**config.mk**
```make
export PLATFORM = sky130hd
export DESIGN_NAME = vedic_seq_mul_ctrl
export DESIGN_NICKNAME = d
export VERILOG_FILES = /design/src/rtl/vedic_seq_mul_ctrl.sv
export SDC_FILE = /design/constraint.sdc
export NUM_CORES = 1
export LEC_CHECK = 0
export ABC_CLOCK_PERIOD_IN_PS = 13600
export BUFFER_PORTS_ARGS = -buffer_cell sky130_fd_sc_hd__buf_2
export CAP_MARGIN = 20
export CORE_MARGIN = 5
export CORE_UTILIZATION = 55
export CTS_CLUSTER_DIAMETER = 40
export DETAILED_ROUTE_END_ITERATION = 10
export GPL_TIMING_DRIVEN = 0
export PLACE_DENSITY = 0.87
export SLEW_MARGIN = 10
export SYNTH_ARGS = -nofsm -noshare
export SYNTH_HDL_FRONTEND = slang
export SYNTH_SLANG_ARGS = --single-unit
```
**constraint.sdc**
```tcl
create_clock -name clk -period 13.6 [get_ports clk]
set_clock_uncertainty 0.05 [all_clocks]
set_input_delay 2.72 -clock clk [delete_from_list [all_inputs] [get_ports clk]]
set_output_delay 2.72 -clock clk [all_outputs]
set_load 0.03 [all_outputs]
```
**src/rtl/vedic_seq_mul_ctrl.sv**
```systemverilog
// Sequential OPERAND_W x OPERAND_W multiplier built from one shared H x H Vedic (Urdhva
// Tiryagbhyam) core over four passes. Optional macro VEDIC_ZERO_SKIP_EN finishes zero-operand jobs early.

module vedic_core_hxh #(
  parameter int W = 4
) (
  input  logic [W-1:0]   i_a,
  input  logic [W-1:0]   i_b,
  output logic [2*W-1:0] o_p
);
  localparam int PW = 2 * W;
  localparam int CW = $clog2(W + 1);

  // Vertical-and-crosswise: column k holds the count of a[i]&b[k-i] terms.
  function automatic logic [CW-1:0] col_count(input logic [W-1:0] x, input logic [W-1:0] y,
                                               input int k);
    logic [W-1:0]  tx;
    logic [W-1:0]  ty;
    logic [CW-1:0] cnt;
    cnt = '0;
    tx  = '0;
    ty  = '0;
    for (int i = 0; i < W; i++) begin
      if ((k - i) >= 0 && (k - i) < W) begin
        tx  = x >> i;
        ty  = y >> (k - i);
        cnt = cnt + CW'(tx[0] & ty[0]);
      end
    end
    return cnt;
  endfunction

  logic [CW-1:0] w_col [2*W-1];
  logic [PW-1:0] w_p;

  genvar gi;
  generate
    for (gi = 0; gi < 2 * W - 1; gi++) begin : g_col
      assign w_col[gi] = col_count(i_a, i_b, gi);
    end
  endgenerate

  always_comb begin
    w_p = '0;
    for (int k = 0; k < 2 * W - 1; k++) begin
      w_p = w_p + (PW'(w_col[k]) << k);
    end
  end

  assign o_p = w_p;
endmodule

module vedic_seq_mul_ctrl #(
  parameter int OPERAND_W = 8
) (
  input  logic                   clk,
  input  logic                   rst_n,
  input  logic                   start,
  input  logic [OPERAND_W-1:0]   a,
  input  logic [OPERAND_W-1:0]   b,
  output logic                   busy,
  output logic                   done,
  output logic [2*OPERAND_W-1:0] product,
  output logic [1:0]             pass_idx
);
  localparam int H  = OPERAND_W / 2;
  localparam int PW = 2 * OPERAND_W;

  typedef enum logic [1:0] {ST_IDLE, ST_RUN, ST_DONE} state_t;

  state_t               r_state, w_state_next;
  logic [OPERAND_W-1:0] r_a, w_a_next;
  logic [OPERAND_W-1:0] r_b, w_b_next;
  logic [PW-1:0]        r_acc, w_acc_next;
  logic [PW-1:0]        r_product, w_product_next;
  logic                 r_busy, w_busy_next;
  logic                 r_done, w_done_next;
  logic [1:0]           r_pass, w_pass_next;
`ifdef VEDIC_ZERO_SKIP_EN
  logic                 r_zero, w_zero_next;
`endif

  logic [H-1:0]         w_core_a;
  logic [H-1:0]         w_core_b;
  logic [2*H-1:0]       w_core_p;
  logic [PW-1:0]        w_pp_shift;
  logic [PW-1:0]        w_acc_sum;
  logic                 w_accept;

  // Pass bit 0 selects the high half of a, bit 1 the high half of b.
  assign w_core_a = r_pass[0] ? r_a[OPERAND_W-1:H] : r_a[H-1:0];
  assign w_core_b = r_pass[1] ? r_b[OPERAND_W-1:H] : r_b[H-1:0];

  vedic_core_hxh #(.W(H)) u_core (
    .i_a (w_core_a),
    .i_b (w_core_b),
    .o_p (w_core_p)
  );

  always_comb begin
    case (r_pass)
      2'd0:    w_pp_shift = PW'(w_core_p);
      2'd3:    w_pp_shift = PW'(w_core_p) << (2 * H);
      default: w_pp_shift = PW'(w_core_p) << H;
    endcase
  end

  assign w_acc_sum = r_acc + w_pp_shift;
  // start is sampled at the IDLE edges and at the edge that closes the DONE cycle.
  assign w_accept  = start && (r_state == ST_IDLE || r_state == ST_DONE);

  always_comb begin
    w_state_next   = r_state;
    w_a_next       = r_a;
    w_b_next       = r_b;
    w_acc_next     = r_acc;
    w_product_next = r_product;
    w_busy_next    = r_busy;
    w_done_next    = 1'b0;
    w_pass_next    = r_pass;
`ifdef VEDIC_ZERO_SKIP_EN
    w_zero_next    = r_zero;
`endif
    case (r_state)
      ST_IDLE: w_state_next = ST_IDLE;
      ST_RUN: begin
`ifdef VEDIC_ZERO_SKIP_EN
        if (r_zero) begin
          w_product_next = '0;
          w_done_next    = 1'b1;
          w_busy_next    = 1'b0;
          w_state_next   = ST_DONE;
        end else begin
`else
        begin
`endif
          w_acc_next  = w_acc_sum;
          w_pass_next = r_pass + 2'd1;
          if (r_pass == 2'd3) begin
            w_product_next = w_acc_sum;
            w_done_next    = 1'b1;
            w_busy_next    = 1'b0;
            w_state_next   = ST_DONE;
          end
        end
      end
      ST_DONE: w_state_next = ST_IDLE;
      default: w_state_next = ST_IDLE;
    endcase
    if (w_accept) begin
      w_a_next     = a;
      w_b_next     = b;
      w_acc_next   = '0;
      w_pass_next  = 2'd0;
      w_busy_next  = 1'b1;
      w_state_next = ST_RUN;
`ifdef VEDIC_ZERO_SKIP_EN
      w_zero_next  = (a == '0) || (b == '0);
`endif
    end
  end

  always_ff @(posedge clk or negedge rst_n) begin
    if (!rst_n) begin
      r_state   <= ST_IDLE;
      r_a       <= '0;
      r_b       <= '0;
      r_acc     <= '0;
      r_product <= '0;
      r_busy    <= 1'b0;
      r_done    <= 1'b0;
      r_pass    <= 2'd0;
`ifdef VEDIC_ZERO_SKIP_EN
      r_zero    <= 1'b0;
`endif
    end else begin
      r_state   <= w_state_next;
      r_a       <= w_a_next;
      r_b       <= w_b_next;
      r_acc     <= w_acc_next;
      r_product <= w_product_next;
      r_busy    <= w_busy_next;
      r_done    <= w_done_next;
      r_pass    <= w_pass_next;
`ifdef VEDIC_ZERO_SKIP_EN
      r_zero    <= w_zero_next;
`endif
    end
  end

  assign busy     = r_busy;
  assign done     = r_done;
  assign product  = r_product;
  assign pass_idx = r_pass;
endmodule

```
==> impl_metrics.json <==
{
  "cts.clk_slew.worst_paths_ns": 0.10,
  "whs_path_depth": 2,
  "die_x_um": 88.4,
  "numPortBuffers": 38,
  "worst_path_most_repeated_cell": "ha_1",
  "vias": 2697,
  "r2r-start": "pass_idx[1]$_DFFE_PN0N_",
  "synth-seq-area-share": 0.400,
  "initial_utilization": 0.568,
  "synth.avg_cell_area_um2": 9.12,
  "startpoint_type": "flop",
  "slew-limit-headroom": 0.582,
  "tns_ns": 0,
  "synth.area.top_cells": "dfrtp_1 40%, ha_1 10%, nand2_1 10%",
  "rsz0062_at_grt": "false",
  "max_freq_mhz": 162,
  "hp-start": "product[3]$_DFFE_PN0P_",
  "wire_per_inst_um": 14.8,
  "rows": 28,
  "critical_path_required_ns": 13.72,
  "synth.most_common_cell": "nand2_1",
  "yosysTopAreaCell": "dfrtp_1",
  "root_buffer": "clkbuf_8",
  "post-route-drc-count": 0,
  "dp_hpwl_um": 5770,
  "firstDrtPassIters": 4,
  "antenna_found_initial": 0,
  "max_cap_viol_count": 0,
  "synthCells": 371,
  "avgViaCountPerCell": 5.47,
  "syn_to_final_growth_pct": 12.2,
  "hold_viol": 0,
  "post_cts_buffers": 0,
  "gp_congestion": 0.942,
  "grt_max_degree": 37,
  "synthesis.nets": 424,
  "synth_edf_count": 0,
  "fin_cells": 493,
  "cts_buffer_depth": 2,
  "r2r.worst_path.cells": 20,
  "grt_overflow": 0,
  "grt_pass1_wl_um": 12700,
  "holdPathEnd": "product[3]$_DFFE_PN0P_",
  "crit_slowest_cell": "fa_1",
  "fin_crit_ns": 6.18,
  "fin_nets": 470,
  "track_usage": 0.208,
  "routed_wl_um": 7280,
  "first_iter_violations": 229,
  "synthFlopType": "dfrtp_1",
  "grt_pass1_vias": 2682,
  "r2r-end": "r_acc[12]$_DFFE_PN0N_",
  "cp_cell_sequence": "clkbuf_1 > mux2i_1 > nor2_1 > fa_1 > ha_1 > fa_1 > and3_1 > fa_1 > ha_1 > ha_1 > xnor2_1 > xnor2_1 > a22o_1 > ha_1 > a21o_1 > a31o_1 > a21o_1 > a41oi_2 > mux2i_1 > a31oi_1",
  "cts_resized": 0,
  "crit_fanout": 7,
  "finalSetupViolCount": 0,
  "ys_async_sr_fraction": 1.00,
  "io_pins": 39,
  "ys_ff_latch": 54,
  "die_height_um": 88.4,
  "fp.coreArea_mm2": 0.00596,
  "hold_buffers": 0,
  "drv_slew": 0,
  "placed_cells": 485,
  "slowest_delay_ns": 0.49,
  "arrival_ns": 6.29,
  "die_area_mm2": 0.00782,
  "synth_top_area_share": 0.400,
  "synthTopCellsByCount": "90 x nand2_1, 54 x dfrtp_1, 27 x ha_1",
  "status": "completed",
  "cts_buffers": 5,
  "worstSetupPathType": "reg -> reg",
  "drive_gt1_frac": 0.148,
  "clock_latency_ns": 0.31,
  "antenna_left": 0,
  "worst_slew_pin_slew_ns": 0.625,
  "diodes": 0,
  "regToRegSetupSlack_ns": 7.42,
  "synthDistinctLibCells": 37,
  "fin_crit_sh": 0.454,
  "yosysWarnings": 0,
  "worstHoldPathType": "reg -> reg",
  "cts_tree": "yes",
  "clock_tree.htree_level_count": 2,
  "critPathCaptureType": "flop",
  "clock-sinks": 54,
  "syn_area_mm2": 0.00338
}
-- cell usage in the layout (no fill, tap or decap), types with 2 or more instances in the layout --
cell,count
clkinv_2,2
inv_1,14
a22o_1,16
a21oi_1,15
nor2b_1,9
and3_1,2
a211oi_1,2
o21ai_0,21
xor2_1,4
nand2_1,90
a21o_1,6
a31oi_1,4
clkbuf_8,5
or2_2,3
nor2_1,25
nand2b_1,4
o211ai_1,2
and2_1,6
buf_2,42
clkbuf_1,10
o21bai_1,2
fa_1,7
mux2_2,6
nand4_1,2
o21ai_1,2
dfrtp_1,54
mux2i_1,11
xnor2_1,13
ha_1,27
-- routing by layer --
layer | wire, um | part of all wire | vias to the layer above | global-route usage
met2 | 3620 | 0.50 | 63 | 0.363
li1 | - | - | 1347 | -
met5 | 0 | 0 | - | 0
met1 | 3190 | 0.44 | 1278 | 0.276
met3 | 381 | 0.052 | 9 | 0.0317
met4 | 86 | 0.012 | 0 | 0.0412
-- metrics by stage --
step | setup slack, ns | hold WS, ns | util | cell area, um2
CTS | 7.43 | 0.433 | 0.637 | 3790
global placement | 7.63 | 0.401 | 0.616 | 3670
floorplan | 7.87 | 0.395 | - | 3380
detailed placement | 7.44 | 0.408 | 0.619 | 3690
finish | 7.42 | 0.426 | 0.637 | 3790
global route | 7.06 | 0.450 | 0.637 | 3790
-- registers in the layout (all words and copies together) (netlist names) --
register / cells
busy: 1
done: 1
pass_idx: 2
product: 16
r_a: 8
r_acc: 16
r_b: 8
r_state: 2
-- cell type report --
cell class / instances / area, um2
clock inverter: 3 / 40.0
multi-input combinational: 288 / 1920
timing repair buffer: 39 / 210
fill: 519 / 2160
tap: 75 / 93.8
sequential: 54 / 1350
buffer: 14 / 57.6
inverter: 15 / 56.3
clock buffer: 5 / 68.8
-- kinds of logic after synthesis --
kind of cell	Yosys count	share of synthesized area
adder cells (fa/ha/maj)	34	0.141
flip-flops	54	0.400
AO/OA/AOI/OAI	76	0.148
AND/OR/NAND/NOR	144	0.181
buffers and inverters	29	0.0337
multiplexers	17	0.0525
XOR/XNOR	17	0.0440
-- worst max path at each step --
stage | start | end | cells past startpoint
floorplan | pass_idx[1]$_DFFE_PN0N_ | r_acc[12]$_DFFE_PN0N_ | 20
finish | pass_idx[1]$_DFFE_PN0N_ | r_acc[12]$_DFFE_PN0N_ | 20
global route | pass_idx[1]$_DFFE_PN0N_ | r_acc[12]$_DFFE_PN0N_ | 23
global placement | pass_idx[1]$_DFFE_PN0N_ | r_acc[12]$_DFFE_PN0N_ | 20
detailed placement | pass_idx[1]$_DFFE_PN0N_ | r_acc[12]$_DFFE_PN0N_ | 23
CTS | pass_idx[1]$_DFFE_PN0N_ | r_acc[12]$_DFFE_PN0N_ | 23
-- worst max-delay path, delay by kind of cell (launching register included) --
family          cells  cell delay, ns
compound gates      6            1.20
xor+xnor            2            0.31
fa+ha+maj           7            2.70
buf+inv             1            0.33
flops               1            0.39
mux                 2            0.71
simple gates        2            0.34
Power is left out: the tool's default activity adds up to more than one toggle a clock period on the data nets, which glitch-free logic cannot reach.
